[config.mk]
export PLATFORM = sky130hd
export DESIGN_NAME = branch_cmp_arbiter_flat
export DESIGN_NICKNAME = d
export VERILOG_FILES = /design/src/rtl/branch_cmp_arbiter_if.sv /design/src/rtl/branch_cmp_arbiter.sv /design/src/flat_wrapper.sv
export SDC_FILE = /design/constraint.sdc
export NUM_CORES = 1
export LEC_CHECK = 0
export CAP_MARGIN = 5
export CORE_AREA = 5 5 146 148
export CTS_CLUSTER_DIAMETER = 50
export DETAILED_ROUTE_END_ITERATION = 16
export DIE_AREA = 0 0 151 153
export PLACE_DENSITY = 0.77
export SLEW_MARGIN = 20
export SYNTH_ARGS = -nofsm -noshare
export SYNTH_HDL_FRONTEND = slang
export SYNTH_SLANG_ARGS = --single-unit
[constraint.sdc]
create_clock -name clk -period 6.2 [get_ports clk]
set_input_delay 0.62 -clock clk [delete_from_list [all_inputs] [get_ports clk]]
set_output_delay 0.62 -clock clk [all_outputs]
set_load 0.005 [all_outputs]
[src/rtl/branch_cmp_arbiter_if.sv]
// Bundle between two branch requesters, the shared external comparator and
// the resolved-branch consumer.
//   req0_* / req1_* : request channels (valid/ready handshake, branch fields)
//   cmp_op/a/b, cmp_f : drive to / result from the shared comparator
//   resp_*          : registered resolved-branch response (valid/ready)
// Modports:
//   slave  : the arbiter (takes requests, drives comparator and response)
//   master : the surrounding pipeline plus the comparator itself
interface branch_cmp_arbiter_if #(
  parameter int WIDTH = 32,
  parameter int TAG_W = 4
);
  logic             req0_valid;
  logic             req0_ready;
  logic [2:0]       req0_funct3;
  logic [WIDTH-1:0] req0_a;
  logic [WIDTH-1:0] req0_b;
  logic [WIDTH-1:0] req0_pc;
  logic [WIDTH-1:0] req0_imm;
  logic             req0_pred;
  logic [TAG_W-1:0] req0_tag;

  logic             req1_valid;
  logic             req1_ready;
  logic [2:0]       req1_funct3;
  logic [WIDTH-1:0] req1_a;
  logic [WIDTH-1:0] req1_b;
  logic [WIDTH-1:0] req1_pc;
  logic [WIDTH-1:0] req1_imm;
  logic             req1_pred;
  logic [TAG_W-1:0] req1_tag;

  logic [2:0]       cmp_op;
  logic [WIDTH-1:0] cmp_a;
  logic [WIDTH-1:0] cmp_b;
  logic             cmp_f;

  logic             resp_valid;
  logic             resp_ready;
  logic             resp_id;
  logic [TAG_W-1:0] resp_tag;
  logic             resp_taken;
  logic [WIDTH-1:0] resp_next_pc;
  logic             resp_mispred;
  logic             resp_illegal;

  modport slave (
    input  req0_valid, req0_funct3, req0_a, req0_b, req0_pc, req0_imm, req0_pred, req0_tag,
    output req0_ready,
    input  req1_valid, req1_funct3, req1_a, req1_b, req1_pc, req1_imm, req1_pred, req1_tag,
    output req1_ready,
    output cmp_op, cmp_a, cmp_b,
    input  cmp_f,
    output resp_valid, resp_id, resp_tag, resp_taken, resp_next_pc, resp_mispred, resp_illegal,
    input  resp_ready
  );

  modport master (
    output req0_valid, req0_funct3, req0_a, req0_b, req0_pc, req0_imm, req0_pred, req0_tag,
    input  req0_ready,
    output req1_valid, req1_funct3, req1_a, req1_b, req1_pc, req1_imm, req1_pred, req1_tag,
    input  req1_ready,
    input  cmp_op, cmp_a, cmp_b,
    output cmp_f,
    input  resp_valid, resp_id, resp_tag, resp_taken, resp_next_pc, resp_mispred, resp_illegal,
    output resp_ready
  );
endinterface

[src/rtl/branch_cmp_arbiter.sv]
// Shares one external branch comparator between two requesters. Each cycle
// at most one request is granted (round-robin on ties), its operands are
// steered to the comparator, and the resolved branch (outcome, next PC,
// mispredict, illegal funct3) is captured into a single response register.
// Ports:
//   clk   : rising-edge clock
//   rst   : synchronous active-high reset
//   flush : drops the held response and blocks acceptance this cycle
//   bus   : request, comparator and response signals (slave side)
module branch_cmp_arbiter #(
  parameter int WIDTH = 32,
  parameter int TAG_W = 4
) (
  input  logic                  clk,
  input  logic                  rst,
  input  logic                  flush,
  branch_cmp_arbiter_if.slave   bus
);

  logic             rr_ptr;      // requester that wins the next tie
  logic             grant;
  logic             slot_free;
  logic             can_acc;
  logic             accept;

  logic [2:0]       sel_funct3;
  logic [WIDTH-1:0] sel_pc;
  logic [WIDTH-1:0] sel_imm;
  logic             sel_pred;
  logic [TAG_W-1:0] sel_tag;
  logic             sel_illegal;
  logic             sel_taken;
  logic [WIDTH-1:0] sel_next_pc;

  logic             resp_valid_q;
  logic             resp_id_q;
  logic [TAG_W-1:0] resp_tag_q;
  logic             resp_taken_q;
  logic [WIDTH-1:0] resp_next_pc_q;
  logic             resp_mispred_q;
  logic             resp_illegal_q;

  // Grant: a lone valid requester wins; on a tie rr_ptr decides. With no
  // request the grant rests on req0 so the comparator mux has a defined input.
  always_comb begin
    // NOTE: assign a default before any branch so no path infers a latch.
    grant = 1'b0;
    if (bus.req0_valid && bus.req1_valid) grant = rr_ptr;
    else if (bus.req1_valid)              grant = 1'b1;
  end

  // The response register can take a new entry when empty or being drained
  // this same edge, which gives back-to-back responses with no bubble.
  assign slot_free = !resp_valid_q || bus.resp_ready;
  assign can_acc   = slot_free && !flush && !rst;

  assign bus.req0_ready = can_acc && bus.req0_valid && !grant;
  assign bus.req1_ready = can_acc && bus.req1_valid &&  grant;
  assign accept         = bus.req0_ready || bus.req1_ready;

  always_comb begin
    sel_funct3 = bus.req0_funct3;
    bus.cmp_a  = bus.req0_a;
    bus.cmp_b  = bus.req0_b;
    sel_pc     = bus.req0_pc;
    sel_imm    = bus.req0_imm;
    sel_pred   = bus.req0_pred;
    sel_tag    = bus.req0_tag;
    if (grant) begin
      sel_funct3 = bus.req1_funct3;
      bus.cmp_a  = bus.req1_a;
      bus.cmp_b  = bus.req1_b;
      sel_pc     = bus.req1_pc;
      sel_imm    = bus.req1_imm;
      sel_pred   = bus.req1_pred;
      sel_tag    = bus.req1_tag;
    end
  end

  assign bus.cmp_op = sel_funct3;

  // funct3 010/011 are not branch encodings; such a request resolves as
  // not-taken and falls through, and whatever the comparator says is ignored.
  assign sel_illegal = (sel_funct3[2:1] == 2'b01);
  assign sel_taken   = !sel_illegal && bus.cmp_f;
  // Both sums wrap modulo 2^WIDTH by truncation.
  assign sel_next_pc = sel_taken ? (sel_pc + sel_imm) : (sel_pc + WIDTH'(4));

  always_ff @(posedge clk) begin
    // NOTE: sequential state uses non-blocking assignments so every register
    // samples pre-edge values regardless of statement order.
    if (rst) begin
      resp_valid_q   <= 1'b0;
      resp_id_q      <= 1'b0;
      resp_tag_q     <= '0;
      resp_taken_q   <= 1'b0;
      resp_next_pc_q <= '0;
      resp_mispred_q <= 1'b0;
      resp_illegal_q <= 1'b0;
      rr_ptr         <= 1'b0;
    end else if (flush) begin
      // can_acc is low here, so no accept competes with the kill.
      resp_valid_q <= 1'b0;
    end else if (accept) begin
      resp_valid_q   <= 1'b1;
      resp_id_q      <= grant;
      resp_tag_q     <= sel_tag;
      resp_taken_q   <= sel_taken;
      resp_next_pc_q <= sel_next_pc;
      resp_mispred_q <= sel_taken != sel_pred;
      resp_illegal_q <= sel_illegal;
      rr_ptr         <= ~grant;
    end else if (bus.resp_ready) begin
      resp_valid_q <= 1'b0;
    end
  end

  assign bus.resp_valid   = resp_valid_q;
  assign bus.resp_id      = resp_id_q;
  assign bus.resp_tag     = resp_tag_q;
  assign bus.resp_taken   = resp_taken_q;
  assign bus.resp_next_pc = resp_next_pc_q;
  assign bus.resp_mispred = resp_mispred_q;
  assign bus.resp_illegal = resp_illegal_q;

endmodule
[src/flat_wrapper.sv]
// flat-port wrapper written by rule: the top's interface ports become plain ports
module branch_cmp_arbiter_flat 
#(
  parameter int WIDTH = 32,
  parameter int TAG_W = 4
)
  (clk, rst, flush, bus_req0_valid, bus_req0_funct3, bus_req0_a, bus_req0_b, bus_req0_pc, bus_req0_imm, bus_req0_pred, bus_req0_tag, bus_req0_ready, bus_req1_valid, bus_req1_funct3, bus_req1_a, bus_req1_b, bus_req1_pc, bus_req1_imm, bus_req1_pred, bus_req1_tag, bus_req1_ready, bus_cmp_op, bus_cmp_a, bus_cmp_b, bus_cmp_f, bus_resp_valid, bus_resp_id, bus_resp_tag, bus_resp_taken, bus_resp_next_pc, bus_resp_mispred, bus_resp_illegal, bus_resp_ready);
  branch_cmp_arbiter_if #(.WIDTH(WIDTH), .TAG_W(TAG_W)) bus_i ();
  input  logic clk;
  input  logic rst;
  input  logic flush;
  input wire logic [$bits(bus_i.req0_valid)-1:0] bus_req0_valid;
  input wire logic [$bits(bus_i.req0_funct3)-1:0] bus_req0_funct3;
  input wire logic [$bits(bus_i.req0_a)-1:0] bus_req0_a;
  input wire logic [$bits(bus_i.req0_b)-1:0] bus_req0_b;
  input wire logic [$bits(bus_i.req0_pc)-1:0] bus_req0_pc;
  input wire logic [$bits(bus_i.req0_imm)-1:0] bus_req0_imm;
  input wire logic [$bits(bus_i.req0_pred)-1:0] bus_req0_pred;
  input wire logic [$bits(bus_i.req0_tag)-1:0] bus_req0_tag;
  output wire logic [$bits(bus_i.req0_ready)-1:0] bus_req0_ready;
  input wire logic [$bits(bus_i.req1_valid)-1:0] bus_req1_valid;
  input wire logic [$bits(bus_i.req1_funct3)-1:0] bus_req1_funct3;
  input wire logic [$bits(bus_i.req1_a)-1:0] bus_req1_a;
  input wire logic [$bits(bus_i.req1_b)-1:0] bus_req1_b;
  input wire logic [$bits(bus_i.req1_pc)-1:0] bus_req1_pc;
  input wire logic [$bits(bus_i.req1_imm)-1:0] bus_req1_imm;
  input wire logic [$bits(bus_i.req1_pred)-1:0] bus_req1_pred;
  input wire logic [$bits(bus_i.req1_tag)-1:0] bus_req1_tag;
  output wire logic [$bits(bus_i.req1_ready)-1:0] bus_req1_ready;
  output wire logic [$bits(bus_i.cmp_op)-1:0] bus_cmp_op;
  output wire logic [$bits(bus_i.cmp_a)-1:0] bus_cmp_a;
  output wire logic [$bits(bus_i.cmp_b)-1:0] bus_cmp_b;
  input wire logic [$bits(bus_i.cmp_f)-1:0] bus_cmp_f;
  output wire logic [$bits(bus_i.resp_valid)-1:0] bus_resp_valid;
  output wire logic [$bits(bus_i.resp_id)-1:0] bus_resp_id;
  output wire logic [$bits(bus_i.resp_tag)-1:0] bus_resp_tag;
  output wire logic [$bits(bus_i.resp_taken)-1:0] bus_resp_taken;
  output wire logic [$bits(bus_i.resp_next_pc)-1:0] bus_resp_next_pc;
  output wire logic [$bits(bus_i.resp_mispred)-1:0] bus_resp_mispred;
  output wire logic [$bits(bus_i.resp_illegal)-1:0] bus_resp_illegal;
  input wire logic [$bits(bus_i.resp_ready)-1:0] bus_resp_ready;
  assign bus_i.req0_valid = bus_req0_valid;
  assign bus_i.req0_funct3 = bus_req0_funct3;
  assign bus_i.req0_a = bus_req0_a;
  assign bus_i.req0_b = bus_req0_b;
  assign bus_i.req0_pc = bus_req0_pc;
  assign bus_i.req0_imm = bus_req0_imm;
  assign bus_i.req0_pred = bus_req0_pred;
  assign bus_i.req0_tag = bus_req0_tag;
  assign bus_req0_ready = bus_i.req0_ready;
  assign bus_i.req1_valid = bus_req1_valid;
  assign bus_i.req1_funct3 = bus_req1_funct3;
  assign bus_i.req1_a = bus_req1_a;
  assign bus_i.req1_b = bus_req1_b;
  assign bus_i.req1_pc = bus_req1_pc;
  assign bus_i.req1_imm = bus_req1_imm;
  assign bus_i.req1_pred = bus_req1_pred;
  assign bus_i.req1_tag = bus_req1_tag;
  assign bus_req1_ready = bus_i.req1_ready;
  assign bus_cmp_op = bus_i.cmp_op;
  assign bus_cmp_a = bus_i.cmp_a;
  assign bus_cmp_b = bus_i.cmp_b;
  assign bus_i.cmp_f = bus_cmp_f;
  assign bus_resp_valid = bus_i.resp_valid;
  assign bus_resp_id = bus_i.resp_id;
  assign bus_resp_tag = bus_i.resp_tag;
  assign bus_resp_taken = bus_i.resp_taken;
  assign bus_resp_next_pc = bus_i.resp_next_pc;
  assign bus_resp_mispred = bus_i.resp_mispred;
  assign bus_resp_illegal = bus_i.resp_illegal;
  assign bus_i.resp_ready = bus_resp_ready;
  branch_cmp_arbiter #(.WIDTH(WIDTH), .TAG_W(TAG_W)) u_core (.clk(clk), .rst(rst), .flush(flush), .bus(bus_i));
endmodule
==> results of run 1 <==
-- kinds of logic after synthesis --
kind of cell | count (synthesis) | share of synthesized area
AOI/OAI and AO/OA | 204 | 0.221
DFF | 42 | 0.135
muxes | 24 | 0.0407
xor gates and xnor gates | 73 | 0.103
buffers and inverters | 69 | 0.0472
adders and majority gates | 35 | 0.0685
and+or+nand+nor | 555 | 0.384
-- worst max-delay path by stage --
| stage | depth (start not counted) | slack, ps | startpoint | to |
|---|---|---|---|---|
| 5_1_grt | 16 | 1170 | bus_req1_valid | u_core.bus.resp_next_pc[28]$_SDFFE_PP0P_ |
| 6_report | 16 | 1400 | bus_req1_valid | u_core.bus.resp_next_pc[28]$_SDFFE_PP0P_ |
| 2_1_floorplan | 22 | 1240 | bus_req0_valid | u_core.bus.resp_next_pc[28]$_SDFFE_PP0P_ |
| 3_5_place_dp | 16 | 1200 | bus_req1_valid | u_core.bus.resp_next_pc[28]$_SDFFE_PP0P_ |
| 3_3_place_gp | 16 | 1270 | bus_req1_valid | u_core.bus.resp_next_pc[28]$_SDFFE_PP0P_ |
| 4_1_cts | 16 | 1480 | bus_req1_valid | u_core.bus.resp_next_pc[28]$_SDFFE_PP0P_ |
-- stage by stage --
| stage | hold WS (ps) | std cells | area (um^2) | power (uW) |
|---|---|---|---|---|
| after floorplan | 448 | 1002 | 6210 | 742 |
| after global placement | 441 | 1619 | 10300 | 1150 |
| after detailed placement | 446 | 1619 | 10300 | 1160 |
| after CTS | 456 | 1627 | 10500 | 1460 |
| after global routing | 479 | 1627 | 10500 | 1560 |
| final | 453 | 1627 | 10500 | 1460 |
-- cells in the mapped netlist (3+ instances only) --
master,number
nand2_1,371
nor2_1,63
xnor2_1,47
a21oi_1,45
dfxtp_1,42
clkbuf_1,37
o21ai_0,32
a211oi_1,28
nand3_1,27
ha_1,26
xor2_1,26
a21o_1,18
nor3_1,17
mux2i_1,16
and2_1,12
inv_1,12
and3_1,11
o211ai_1,10
a31oi_1,9
buf_2,9
o21ai_1,9
or3_1,9
maj3_1,8
mux2_2,7
nand2b_1,7
nand4_1,7
nor4_1,7
buf_1,5
o21a_1,5
o21bai_1,5
a211o_1,4
a22oi_1,4
a311oi_1,4
buf_4,4
a221oi_1,3
and4_1,3
nor2b_1,3
o2111ai_1,3
-- per-layer routing --
layer  routed length (um)  GRT usage  vias to the layer above
met3                 2840     0.0651                       54
met4                  661     0.0630                        0
li1                     -          -                     4172
met1                11100      0.276                     3866
met2                14000      0.416                      409
met5                    0          0                        -
-- power by group --
| part | internal [uW] | switching (uW) | total, uW |
|---|---|---|---|
| Combinational | 455 | 409 | 864 |
| Clock | 152 | 143 | 295 |
| Sequential | 290 | 12.7 | 302 |
| Total | 897 | 564 | 1460 |
-- registers in the layout, indices dropped and copies added, names as in the netlist --
signal and cells:
u_core.bus.resp_illegal 1, u_core.bus.resp_mispred 1, u_core.bus.resp_taken 1, u_core.rr_ptr 1, u_core.bus.resp_tag 4, u_core.bus.resp_next_pc 32
u_core.bus.resp_id 1, u_core.bus.resp_valid 1
-- final cells by class --
| class | count | share of cell area |
|---|---|---|
| clock buffer | 5 | 0.0119 |
| clock inverter | 3 | 0.00239 |
| inverter | 13 | 0.00466 |
| multi-input combinational | 891 | 0.488 |
| sequential | 42 | 0.0802 |
| tap | 270 | 0.0322 |
| timing repair buffer | 403 | 0.381 |
-- critical path, cell delays in order --
cell,delay [ps]
clkdlybuf4s50_1,490
buf_4,310
nand2_4,270
nand2_1,130
nand2_1,90
ha_1,210
fa_1,420
a211o_1,330
a21oi_1,180
o311ai_0,240
a21o_1,300
a2111o_1,500
a31oi_1,350
mux2i_1,250
o21ai_1,90
a211oi_1,220
==> metrics.md, run 1 <==
| Metric | Value |
|---|---|
| Via density | `5.22` |
| Mapped Nets | `1308` |
| Hold path cells | `2` |
| Period utilisation layout | `0.774` |
| DR pass1 iterations | `6` |
| Max_cap viols | `0` |
| Fmax | `0.208 GHz` |
| Antenna viol nets, final | `0` |
| Leak | `0.00444 uW` |
| Std-Cell Rows | `52` |
| Area contributors post-synth | `nand2_1, dfxtp_1, xnor2_1, ha_1, nor2_1` |
| Worst r2r dst | `u_core.bus.resp_next_pc[28]$_SDFFE_PP0P_` |
| Area of the die | `23100 um^2` |
| Total GRT Usage | `0.235` |
| CTS clk-pin slew, worst paths | `70 ps` |
| Cells after Synth | `1002` |
| Vias | `8501` |
| Number of diodes | `0` |
| Dpl hpwl | `23100 um` |
| Area Growth Syn to Fin | `68.8%` |
| Final wirelength | `28600 um` |
| IO Port Bufs | `388` |
| Top_reg_cell synth | `dfxtp_1` |
| Yosys top cell area share | `0.224` |
| Worst Hold Class | `reg -> reg` |
| DRT iter0 DRCs | `447` |
| R2R depth | `14` |
| Post-Synthesis Cell Area | `6210 um^2` |
| Dpl ws | `1200 ps` |
| Bufs on Longest Clock Path | `2` |
| DR WL/cell | `17.6 um` |
| RSZ-0062 raised after global routing | `false` |
| TritonCTS clock tree | `done` |
| Setup violations, final | `0` |
| Hold-fix buffers at CTS | `0` |
| Post-CTS Setup Repair Bufs | `0` |
| Synth warnings | `0` |
| Avg Cell Area, Syn | `6.19 um^2` |
| Num CTS Buffers | `5` |
| CTS root buffer | `clkbuf_16` |
| CTS sink cnt | `42` |
| Async SR Flop Fraction | `0` |
| Initial Util | `0.312` |
| Setup TNS | `0 ps` |
| Largest net degree at the start of global routing | `65` |
| Worst setup path class | `in -> reg` |
| Crit-path max FO | `29` |
| Final core occ | `0.526` |
| Power per cell area | `139 nW/um^2` |
| Final slew viol count | `0` |
| Post-synth EDFFs | `0` |
| Die height | `153 um` |
| Top-level port count | `389` |
| Critical Path Source Type | `input pin` |
| CTS resizes | `0` |
| Vias in the first global route | `8472` |
| DRC Markers | `0` |
| Final-layout fill cell count | `1994` |
| R2R Setup Slk | `1970 ps` |
| Core area | `19900 um^2` |
| FF/Latch Area | `841 um^2` |
| H-tree depth | `2` |
| Clk Latency, worst-skew pair | `310 ps` |
| Seq/Total Area, Yosys | `0.135` |
| VDD IR max | `0.000103 V` |
| GP Congestion | `0.939` |
| Most frequent cells in the layout | `clkdlybuf4s50_1, nand2_1, nor2_1` |
| Critical path capture point type | `flop` |
| Yosys reg bits | `42` |
| Setup WS post-layout | `1400 ps` |
| Outcome | `complete, no violations` |
| Synth area leader | `nand2_1` |
| Final min period | `4800 ps` |
| Most common cell after layout, fill and taps aside | `clkdlybuf4s50_1` |
| CP arrival | `5020 ps` |
| Hold EP | `u_core.bus.resp_next_pc[9]$_SDFFE_PP0P_` |
| Yosys cell types | `79` |
| Worst-Margin Slew | `819 ps` |
| GR Overflow Total | `0` |
| Worst Skew | `10.5 ps` |
| CP required | `6420 ps` |
| Worst relative slew slack | `0.452` |
| Multi-input gate area | `5110 um^2` |
| Layout cells sized above 1 | `0.0361` |
| First-pass GRT wire length | `44100 um` |
| Hold path startpoint | `u_core.bus.resp_next_pc[9]$_SDFFE_PP0P_` |
| Hold Fails Final Rpt | `0` |
| Layout Nets | `1662` |
| R2r startpoint | `u_core.rr_ptr$_SDFFE_PP0P_` |
| Die width | `151 um` |
| Initial antenna violation count | `0` |
Note: power is estimated with default switching activity, not from simulation.
==> run 2: changes to the inputs <==
CORE_AREA = 5 5 148 150   (was 5 5 146 148)
DIE_AREA = 0 0 153 155   (was 0 0 151 153)
PLACE_DENSITY = 0.78   (was 0.77)
clock period = 4.1 ns   (was 6.2 ns; I/O delays follow)
==> run 2 against run 1 <==
  * Critical endpoint unchanged
  * Cell area increased by 5.4%
  * Die area increased by 2.6%
  * Via count increased by 2.7%
  * Sequential power increased by 52%
  * Worst setup slack got worse by 1200 ps
  * Clock skew decreased by 5.0 ps
  * Utilization increased by 1.1 points
  * Register-to-register slack got worse by 1600 ps
  * Non-clock buffer count increased by 62
==> metrics.md, run 2 (synthesized netlist as in run 1, its figures left out) <==
| Metric | Value |
|---|---|
| R2r startpoint | `u_core.rr_ptr$_SDFFE_PP0P_` |
| Worst-Margin Slew | `681 ps` |
| Dpl hpwl | `24200 um` |
| Worst r2r dst | `u_core.bus.resp_next_pc[28]$_SDFFE_PP0P_` |
| Top-level port count | `389` |
| H-tree depth | `2` |
| DRC Markers | `0` |
| Total GRT Usage | `0.228` |
| Most common cell after layout, fill and taps aside | `clkdlybuf4s50_1` |
| Initial antenna violation count | `2` |
| Area Growth Syn to Fin | `78.0%` |
| GP Congestion | `0.973` |
| Layout cells sized above 1 | `0.0817` |
| Number of diodes | `0` |
| Die width | `153 um` |
| Clk Latency, worst-skew pair | `280 ps` |
| Design area | `11000 um^2` |
| Area of the die | `23700 um^2` |
| Std-Cell Rows | `53` |
| WHS | `458 ps` |
| Hold path startpoint | `u_core.bus.resp_taken$_SDFFE_PP0P_` |
| DP Area | `10900 um^2` |
| VDD IR max | `0.000174 V` |
| Layout Nets | `1725` |
| Hold path cells | `2` |
| Die height | `155 um` |
| DR WL/cell | `17.2 um` |
| CP arrival | `4070 ps` |
| Critical Path Source Type | `input pin` |
| Outcome | `complete, no violations` |
| R2R depth | `13` |
| Leak | `0.00477 uW` |
| Setup violations, final | `0` |
| Most frequent cells in the layout | `clkdlybuf4s50_1, nand2_1, buf_4` |
| Worst setup path class | `in -> reg` |
| Crit-path max cell delay | `410 ps` |
| Dpl ws | `-150 ps` |
| Initial Util | `0.302` |
| Bufs on Longest Clock Path | `2` |
| Hold EP | `u_core.bus.resp_taken$_SDFFE_PP0P_` |
| Vias in the first global route | `8738` |
| Final slew viol count | `0` |
| Max_cap viols | `0` |
| Final min period | `3880 ps` |
| Hold-fix buffers at CTS | `0` |
| Hold Fails Final Rpt | `0` |
| First-pass GRT wire length | `44800 um` |
| Layout Cells excl Fill | `1695` |
| CTS clk-pin slew, worst paths | `60 ps` |
| Core area | `20600 um^2` |
| CTS sink cnt | `42` |
| Max reg flops | `32` |
| Crit-path max FO | `6` |
| DR pass1 iterations | `7` |
| Fmax | `0.258 GHz` |
| DRT iter0 DRCs | `625` |
| Final wirelength | `29200 um` |
| CP Cell Sequence | `clkdlybuf4s50_1 -> and2b_1 -> nor2_4 -> mux2_2 -> ha_1 -> a21o_1 -> maj3_1 -> mux2_2 -> a21o_1 -> a221o_1 -> a31oi_4 -> mux2i_1 -> o21ai_1 -> a211oi_1` |
| Vias | `8732` |
| Num CTS Buffers | `5` |
| IO Port Bufs | `388` |
| Worst Hold Class | `reg -> reg` |
| Largest net degree at the start of global routing | `80` |
| R2R Setup Slk | `380 ps` |
| Slowest CP cell | `clkdlybuf4s50_1` |
| RSZ-0062 raised after global routing | `false` |
| Via density | `5.15` |
| Critical path capture point type | `flop` |
| CTS root buffer | `clkbuf_16` |
| GR Overflow Total | `0` |
| Placed insts | `1684` |
| Worst relative slew slack | `0.546` |
| Worst Skew | `5.47 ps` |
| TritonCTS clock tree | `done` |
| Period utilisation layout | `0.946` |
| Antenna viol nets, final | `0` |
| Power per cell area | `207 nW/um^2` |
| CP required | `4290 ps` |
| Setup WS post-layout | `220 ps` |
-- run 2: stage by stage --
| stage | setup TNS (ps) | utilization | total power [uW] |
|---|---|---|---|
| after global placement | -31.2 | 0.529 | 1840 |
| after global routing | 0 | 0.537 | 2440 |
| after floorplan | -1040 | - | 1140 |
| final | 0 | 0.537 | 2290 |
| after CTS | 0 | 0.536 | 2290 |
| after detailed placement | -265 | 0.529 | 1860 |
-- run 2: worst max path at each step --
stage	cells past startpoint	from	slack, ps	end
3_3_place_gp	14	bus_req0_valid	-30	u_core.bus.resp_next_pc[28]$_SDFFE_PP0P_
4_1_cts	14	bus_req0_valid	130	u_core.bus.resp_next_pc[28]$_SDFFE_PP0P_
3_5_place_dp	14	bus_req0_valid	-150	u_core.bus.resp_next_pc[28]$_SDFFE_PP0P_
5_1_grt	16	bus_req0_valid	30	u_core.bus.resp_next_pc[28]$_SDFFE_PP0P_
6_report	14	bus_req0_valid	220	u_core.bus.resp_next_pc[28]$_SDFFE_PP0P_
2_1_floorplan	23	bus_req0_valid	-240	u_core.bus.resp_next_pc[28]$_SDFFE_PP0P_
-- run 2: area by class of cell --
class / count / area (um^2)
Clock buffer: 7 / 143
Clock inverter: 1 / 5.00
Fill cell: 1934 / 9510
Inverter: 13 / 51.3
Multi-Input combinational cell: 892 / 5150
Sequential cell: 42 / 841
Tap cell: 275 / 344
Timing Repair Buffer: 465 / 4510
-- run 2: power breakdown --
group	leakage (uW)	internal [uW]	switching [uW]
registers	0.000344	438	20.1
logic	0.00435	772	647
clock network	0.0000739	242	172
-- run 2: critical path: cells and delay by family --
family	cells	cell delay, ps
compound gates	6	1220
mux	3	870
simple gates	2	500
buf+inv	1	410
fa+ha+maj	2	660
-- run 2: layer usage --
| layer | track usage | up-vias | wire, um |
|---|---|---|---|
| li1 | - | 4301 | - |
| met1 | 0.279 | 3955 | 11900 |
| met2 | 0.398 | 423 | 14000 |
| met3 | 0.0698 | 49 | 2670 |
| met4 | 0.0488 | 4 | 569 |
| met5 | 0 | - | 21 |
-- run 2: repair_timing --
| action | in CTS | in global routing |
|---|---|---|
| endpoints found under the setup margin | 0 | 1 |
| resized for setup | 0 | 1 |
| buffers inserted | 0 | 2 |
| hold endpoints to repair | 0 | 0 |
==> run 3: changes to the inputs <==
HOLD_SLACK_MARGIN = 0.15   (was default)
==> results of run 3 <==
Same layout as run 2: the final DEF is identical, and so are final timing and power.
